===== src/rtl/uvmt_apb_adv_timer_apb_chkr.sv =====
// Passive APB protocol checker and activity monitor for the APB advanced timer bench.
// Optional per-channel event counters: define UVMT_APB_ADV_TIMER_CHKR_EVT_CNT_EN.
module uvmt_apb_adv_timer_apb_chkr #(
  parameter int ADDR_WIDTH = 12,
  parameter int DATA_WIDTH = 32,
  parameter int NUM_CH     = 4,
  parameter int MAX_WAIT   = 16,
  parameter int CNT_WIDTH  = 16
) (
  input  logic                        clk,
  input  logic                        reset_n,
  input  logic                        clr_i,
  input  logic                        psel_i,
  input  logic                        penable_i,
  input  logic                        pwrite_i,
  input  logic                        pready_i,
  input  logic                        pslverr_i,
  input  logic [ADDR_WIDTH-1:0]       paddr_i,
  input  logic [DATA_WIDTH-1:0]       pwdata_i,
  input  logic [NUM_CH-1:0]           ch_event_i,
  output logic                        err_proto_o,
  output logic                        err_stable_o,
  output logic                        err_timeout_o,
  output logic                        err_pulse_o,
  output logic [CNT_WIDTH-1:0]        xfer_cnt_o,
  output logic [CNT_WIDTH-1:0]        slverr_cnt_o,
  output logic [NUM_CH*CNT_WIDTH-1:0] evt_cnt_o
);

  typedef enum logic [1:0] {IDLE, SETUP, ACCESS} state_t;

  localparam logic [7:0] WAIT_LAST = 8'(MAX_WAIT - 1);

  state_t                state, state_nxt;
  logic [ADDR_WIDTH-1:0] cap_addr;
  logic                  cap_write;
  logic [DATA_WIDTH-1:0] cap_wdata;
  logic [7:0]            wait_cnt, wait_nxt;
  logic                  capture, done, proto_v, stable_v, timeout_v;

  function automatic logic [CNT_WIDTH-1:0] sat_inc(input logic [CNT_WIDTH-1:0] v);
    return (&v) ? v : v + CNT_WIDTH'(1);
  endfunction

  // A cycle in SETUP state with psel&penable is the first ACCESS cycle, so
  // SETUP and ACCESS share the access-phase evaluation.
  always_comb begin
    // NOTE: every output of this block gets a default first so no latch is inferred.
    state_nxt = state;
    wait_nxt  = wait_cnt;
    capture   = 1'b0;
    done      = 1'b0;
    proto_v   = 1'b0;
    stable_v  = 1'b0;
    timeout_v = 1'b0;
    unique case (state)
      IDLE: begin
        if (psel_i && !penable_i) begin
          state_nxt = SETUP;
          capture   = 1'b1;
        end else if (psel_i && penable_i) begin
          proto_v = 1'b1;
        end
      end
      SETUP, ACCESS: begin
        if (!(psel_i && penable_i)) begin
          proto_v   = 1'b1;
          state_nxt = IDLE;
          wait_nxt  = '0;
        end else begin
          stable_v = (paddr_i != cap_addr) || (pwrite_i != cap_write) ||
                     (pwrite_i && (pwdata_i != cap_wdata));
          if (pready_i) begin
            done      = 1'b1;
            state_nxt = IDLE;
            wait_nxt  = '0;
          end else if (wait_cnt == WAIT_LAST) begin
            timeout_v = 1'b1;
            state_nxt = IDLE;
            wait_nxt  = '0;
          end else begin
            state_nxt = ACCESS;
            wait_nxt  = wait_cnt + 8'd1;
          end
        end
      end
      default: state_nxt = IDLE;
    endcase
  end

  // FSM, wait counter and captured transfer attributes; clr_i leaves these alone.
  always_ff @(posedge clk or negedge reset_n) begin
    if (!reset_n) begin
      state     <= IDLE;
      wait_cnt  <= '0;
      cap_addr  <= '0;
      cap_write <= 1'b0;
      cap_wdata <= '0;
    end else begin
      // NOTE: sequential state uses non-blocking assignments so every register
      // samples pre-edge values regardless of statement order.
      state    <= state_nxt;
      wait_cnt <= wait_nxt;
      if (capture) begin
        cap_addr  <= paddr_i;
        cap_write <= pwrite_i;
        cap_wdata <= pwdata_i;
      end
    end
  end

  // Sticky flags and counters; a same-cycle clear drops any pending set/increment.
  always_ff @(posedge clk or negedge reset_n) begin
    if (!reset_n) begin
      err_proto_o   <= 1'b0;
      err_stable_o  <= 1'b0;
      err_timeout_o <= 1'b0;
      err_pulse_o   <= 1'b0;
      xfer_cnt_o    <= '0;
      slverr_cnt_o  <= '0;
    end else begin
      err_pulse_o <= proto_v | stable_v | timeout_v;
      if (clr_i) begin
        err_proto_o   <= 1'b0;
        err_stable_o  <= 1'b0;
        err_timeout_o <= 1'b0;
        xfer_cnt_o    <= '0;
        slverr_cnt_o  <= '0;
      end else begin
        if (proto_v)   err_proto_o   <= 1'b1;
        if (stable_v)  err_stable_o  <= 1'b1;
        if (timeout_v) err_timeout_o <= 1'b1;
        if (done)      xfer_cnt_o    <= sat_inc(xfer_cnt_o);
        if (done && pslverr_i) slverr_cnt_o <= sat_inc(slverr_cnt_o);
      end
    end
  end

`ifdef UVMT_APB_ADV_TIMER_CHKR_EVT_CNT_EN
  logic [NUM_CH-1:0] evt_prev;

  always_ff @(posedge clk or negedge reset_n) begin
    if (!reset_n) begin
      evt_prev  <= '0;
      evt_cnt_o <= '0;
    end else begin
      evt_prev <= ch_event_i;
      for (int n = 0; n < NUM_CH; n++) begin
        if (clr_i)
          evt_cnt_o[n*CNT_WIDTH +: CNT_WIDTH] <= '0;
        else if (ch_event_i[n] && !evt_prev[n])
          evt_cnt_o[n*CNT_WIDTH +: CNT_WIDTH] <= sat_inc(evt_cnt_o[n*CNT_WIDTH +: CNT_WIDTH]);
      end
    end
  end
`else
  logic unused_ch_event;
  assign unused_ch_event = ^ch_event_i;
  assign evt_cnt_o       = '0;
`endif

endmodule


===== config.mk =====
export PLATFORM = sky130hd
export DESIGN_NAME = uvmt_apb_adv_timer_apb_chkr
export DESIGN_NICKNAME = d
export VERILOG_FILES = /design/src/rtl/uvmt_apb_adv_timer_apb_chkr.sv
export SDC_FILE = /design/constraint.sdc
export NUM_CORES = 1
export LEC_CHECK = 0
export ABC_AREA = 1
export ABC_CLOCK_PERIOD_IN_PS = 2500
export BUFFER_PORTS_ARGS = -buffer_cell sky130_fd_sc_hd__buf_2
export CORE_MARGIN = 2
export CORE_UTILIZATION = 49
export DETAILED_ROUTE_END_ITERATION = 6
export PLACE_DENSITY = 0.76
export REMOVE_ABC_BUFFERS = 1
export SLEW_MARGIN = 5
export SYNTH_ARGS = -nofsm -noshare
export SYNTH_HDL_FRONTEND = slang
export SYNTH_SLANG_ARGS = --single-unit

===== constraint.sdc =====
create_clock -name clk -period 2.5 [get_ports clk]
set_clock_uncertainty 0.2 [all_clocks]
set_input_delay 0.125 -clock clk [delete_from_list [all_inputs] [get_ports clk]]
set_output_delay 0.125 -clock clk [all_outputs]
set_load 0.1 [all_outputs]

=== Yosys cells after proc, flatten, opt, wreduce, memory -nomap -nowiden ===
Index checks and enable logic that the tools add are counted.

* Flip-flop bits (word level): 91
* Input bits: 56
* Logic and storage cells: 78

* Add/subtract/negate cells: 3
* Equal/unequal tests: 9
* Mux-type cells: 35
* Bitwise gates (word level): 2
* Reduce and logical (&&, ||, !) cells: 18

{| class="wikitable"
|+ Operators by type and width
! kind !! number
|-
| $mux W16 || 6
|-
| $add A16 B1 Y16 const B || 2
|-
| $ne A32 B32 Y1 || 1
|-
| $reduce_and A16 Y1 || 2
|-
| $mux W8 || 3
|-
| $mux W1 || 20
|-
| $ne A12 B12 Y1 || 1
|-
| $reduce_bool A2 Y1 || 5
|-
| $add A8 B1 Y8 const B || 1
|-
| $eq A8 B4 Y1 const B || 1
|-
| $mux W2 || 4
|-
| $ne A2 B2 Y1 const B || 3
|-
| $logic_and A1 B1 Y1 || 4
|-
| $pmux W2 S2 || 1
|-
| $reduce_and A2 Y1 || 2
|-
| $eq A2 B1 Y1 const B || 1
|-
| $eq A2 B2 Y1 const B || 1
|-
| $logic_not A2 Y1 || 1
|-
| $logic_or A1 B1 Y1 || 2
|-
| $or A1 B1 Y1 || 2
|-
| $pmux W1 S2 || 1
|-
| $reduce_or A2 Y1 || 1
|-
| $logic_not A1 Y1 || 1
|-
| $ne A1 B1 Y1 || 1
|}

=== Logic depth before layout (Yosys ltp) ===
* Word-level depth: 7
* Mapped depth: 14
* Depth with buffers taken out: 14

=== Worst setup path after synthesis ===
OpenSTA, ideal clock, no wires.

* Kind: register to register
* Start: register slverr_cnt_o[0]
* End: register slverr_cnt_o[0]
* Library setup time: 0.132 ns
* Arrival: 2.207 ns
* Required time: 2.168 ns
* Setup slack: -0.039 ns
* Cell stages (with the launch flop): 9
* Path buffers: 1
* Clock period less this slack: 2.539 ns
* Path through: dfrtp_1 -> ha_1 -> nand2_1 -> nor3_2 -> nand4_1 -> nand3_2 -> buf_4 -> xor2_1 -> nor2_1

* Longest elaborated chain between the ends: 4
* Elaborated cells on any way between the ends: 7
* Classes of those cells: add/sub (1); eq/ne (1); mux (3); reduce/logical (2)

{| class="wikitable"
|+ RTL lines
! item !! line !! text
|-
| from (decl) || 26 || <nowiki>output logic [CNT_WIDTH-1:0] slverr_cnt_o,</nowiki>
|-
| from (signal assigned) || 134 || <nowiki>if (done && pslverr_i) slverr_cnt_o <= sat_inc(slverr_cnt_o);</nowiki>
|-
| $add A16 B1 Y16 || 42 || <nowiki>return (&v) ? v : v + CNT_WIDTH'(1);</nowiki>
|-
| $mux W16 || 42 ||
|-
| $mux W16 || 134 ||
|-
| $mux W16 || 123 || <nowiki>if (clr_i) begin</nowiki>
|}

Parallel ways exist; a longest one is shown, timed or not. The select of a mux whose other input is x is not followed.
A chain may end at the register's enable or synchronous reset.

=== Worst setup path after layout ===
* Start: register state[1]
* End: register xfer_cnt_o[13]

* Longest elaborated chain between the ends: 5
* Elaborated cells on any way between the ends: 6
* Classes of those cells: eq/ne (2); mux (1); reduce/logical (3)

{| class="wikitable"
|+ RTL lines
! item !! line !! text
|-
| from (decl) || 34 || <nowiki>state_t state, state_nxt;</nowiki>
|-
| from (signal assigned) || 102 || <nowiki>state <= state_nxt;</nowiki>
|-
| $eq A2 B1 Y1 / $eq A2 B2 Y1 (equally long branches) || 56 || <nowiki>unique case (state)</nowiki>
|-
| $reduce_or A2 Y1 * || 56 ||
|-
| $mux W1 * || 56 ||
|-
| $reduce_bool A2 Y1 (no line) * || -- ||
|-
| $reduce_and A2 Y1 (no line) * || -- ||
|-
| to (signal assigned) || 133 || <nowiki>if (done) xfer_cnt_o <= sat_inc(xfer_cnt_o);</nowiki>
|-
| to (decl) || 25 || <nowiki>output logic [CNT_WIDTH-1:0] xfer_cnt_o,</nowiki>
|}

Mark *: on every way between the ends. The rest lies on a longest branch, timed or not.

==> results.json <==
{
  "status": "finished, final reports clean",
  "synthTopCellsByCount": "133 x nand2_1, 91 x dfrtp_1, 65 x buf_4",
  "cts.sinks": 91,
  "cpPeakStageDelay_ps": 380,
  "syn_to_final_growth_pct": 21.4,
  "final_max_slew_viol_count": 0,
  "cp.depth": 11,
  "worstHoldPathCells": 3,
  "gp_congestion": 0.860,
  "fin_hold_ws_ps": 8.53,
  "path_cells": "inv_1 -> ha_2 -> inv_2 -> nor2_4 -> inv_2 -> nor2_4 -> inv_2 -> nor2_8 -> nand2_1 -> nor4_1 -> nor2_1",
  "reg2reg_slack_ps": 220,
  "crit_end": "xfer_cnt_o[13]",
  "yosysSeqAreaShare_pct": 43.3,
  "overflow": 0,
  "wirelength_mm": 11.8,
  "synth_edf_count": 0,
  "diodes": 0,
  "netlist-cell-type-count": 35,
  "critPathKind": "reg2reg",
  "cts_buffer_depth": 2,
  "drt_iter0_markers": 271,
  "vias_per_cell": 4.85,
  "multi_input_area_sq_mm": 0.00246,
  "placement.cell_area_sq_mm": 0.00563,
  "postSynthAreaPerCell_sq_um": 8.44,
  "nFillCells": 857,
  "relSlewSlack_pct": 62.8,
  "yosysWarnings": 0,
  "crit_buf_inv": 4,
  "slowest_stage": "ha_2",
  "path_max_fanout": 10,
  "crit_start": "state[1]",
  "cp-start-kind": "flop",
  "finish.instance_area_sq_mm": 0.00638,
  "nets": 825,
  "die_y_microns": 108,
  "yosysMostFrequentCell": "nand2_1",
  "ant_nets": 0,
  "num_vias": 4391,
  "vdd_drop_max_v": 0.000483,
  "fin_crit_sh_pct": 91.2,
  "register_area_sq_mm": 0.00228,
  "timing.rr.start": "state[1]",
  "worstPathArrival_ps": 2320,
  "ys_seq_elements": 91,
  "timing.fmax_mhz": 439,
  "p_leak_uw": 0.00309,
  "numCtsBuffers": 9,
  "drc": 0,
  "endpoint_kind": "flop",
  "ioPinCount": 156,
  "antenna_found_initial": 0,
  "netlist_area_sq_mm": 0.00526,
  "grt_use_total_pct": 21.0,
  "ys.flop_type": "dfrtp_1",
  "maxCapViolCount": 0,
  "min_path_type": "in2reg",
  "synth_area_leaders": "dfrtp_1 43%, nand2_1 9.5%, buf_4 9.3%",
  "rsz0062_at_grt": "no",
  "critical_path.top_delay_family": "simple AND/OR/NAND/NOR gates",
  "clk_latency_ps": 360,
  "grt_pass1_vias": 4372,
  "finalCriticalPeriod_ps": 2280,
  "cts_max_level": 3,
  "finalHoldViolations": 0,
  "reg2reg_to": "xfer_cnt_o[13]",
  "cts_root_buf": "clkbuf_8",
  "wire_per_inst_microns": 13.1,
  "grt_max_degree": 61,
  "clkTransAtPathRegs_ps": 90,
  "setup_viol": 0,
  "die_area_sq_mm": 0.0116,
  "coreArea_sq_mm": 0.0104,
  "crit_path_frequent_cell": "inv_2",
  "worstPathRequired_ps": 2540,
  "first_pass_iters": 4,
  "drive_above_1_share_pct": 19.8,
  "synth_top_cell_area_share_pct": 43.3,
  "postCtsSetupBuffers": 0,
  "yosys.area.top_type": "dfrtp_1",
  "cts_tree": "yes",
  "synthArstFlopShare_pct": 100,
  "die_w_microns": 108,
  "post-dp-hpwl_mm": 7.97,
  "powerDensity_mw_per_mm2": 857,
  "rows": 37,
  "port_buffers": 87,
  "start_util_pct": 50.7,
  "grt_pass1_wl_mm": 19.4,
  "worst_pin_slew_ps": 555,
  "syn_inst": 623,
  "worstRegToRegCells": 11
}
## sequential cells by signal, summed over array words and instances (netlist names)
name / cells
cap_addr: 12
wait_cnt: 8
slverr_cnt_o: 16
cap_write: 1
err_proto_o: 1
err_stable_o: 1
xfer_cnt_o: 16
err_pulse_o: 1
cap_wdata: 32
err_timeout_o: 1
state: 2
## cell families after synthesis
logic type	count (synthesis)	synth area share (%)
adder cells (fa/ha/maj)	5	1.19
flip-flops	91	43.3
AO/OA/AOI/OAI	84	8.80
other	1	0.0713
AND/OR/NAND/NOR	231	18.7
XOR/XNOR	39	6.50
multiplexers	31	6.64
buffers and inverters	141	14.8
## metrics by stage
stage | setup TNS [ps] | setup WS, ps | utilization, % | power [uW] | instances
6_report | 0 | 220 | 61.5 | 5470 | 905
5_1_grt | 0 | 13.5 | 61.5 | 5820 | 905
4_1_cts | 0 | 117 | 61.4 | 5480 | 905
3_5_place_dp | 0 | 176 | 54.3 | 4270 | 838
3_3_place_gp | 0 | 303 | 54.3 | 4160 | 838
2_1_floorplan | -1270 | -74.9 | - | 3850 | 611
## per-layer routing
metal	part of all wire (%)	global-route usage, %	vias up	routed length (microns)
li1	-	-	2164	-
met1	42	24.8	2055	4980
met2	50	37.4	156	5940
met3	6.5	4.48	16	773
met4	1.3	7.42	0	151
met5	0	0	-	0
## placed cells by master (no fill, tap or decap), types with 3 or more instances in the layout
cell type      count
dlygate4sd3_1     51
nand3_1           16
o22ai_1            3
nor3_1            12
buf_4              3
clkbuf_8          10
nor2_1            52
ha_1               4
mux2_2            31
o31ai_1            5
o21a_1             3
dfrtp_1           91
buf_2             86
inv_2              4
o21ai_1            5
nand4_1            7
o21ai_0           35
xor2_1            14
conb_1            64
xnor2_1           25
a21oi_1           27
nand2_1          132
inv_1             62
## cell type report
cell class | instances | share of cell area, %
clock buffers | 11 | 2.22
inverters | 66 | 3.88
flip-flops and latches | 91 | 35.7
multi-input cells | 454 | 38.5
repair buffers | 142 | 15.7
clock inverters | 5 | 1.29
well taps | 136 | 2.67
## worst reg2reg max path: stages, from the launching register on
cell	delay, ps
dfrtp_1	370
inv_1	60
ha_2	380
inv_2	90
nor2_4	120
inv_2	50
nor2_4	140
inv_2	80
nor2_8	180
nand2_1	190
nor4_1	210
nor2_1	80
## timing repair
action	CTS	global route
gates resized for setup	0	3
endpoints found under the hold margin	150	0
hold buffers	51	0
setup endpoints to repair	0	5
## power by group
group | switching [uW] | leakage (uW) | internal (uW) | total (uW)
sequential | 282 | 0.00117 | 1890 | 2170
clock | 534 | 0.000114 | 597 | 1130
combinational | 1340 | 0.00180 | 833 | 2170
total | 2150 | 0.00309 | 3320 | 5470
## worst min path at each step
stage                   start         endpoint
floorplan             reset_n      cap_addr[0]
global placement      reset_n    cap_wdata[29]
detailed placement    reset_n    cap_wdata[29]
CTS                 penable_i         state[0]
global route        pslverr_i  slverr_cnt_o[5]
finish              pslverr_i  slverr_cnt_o[9]
Power figures use the tool's default switching activity.
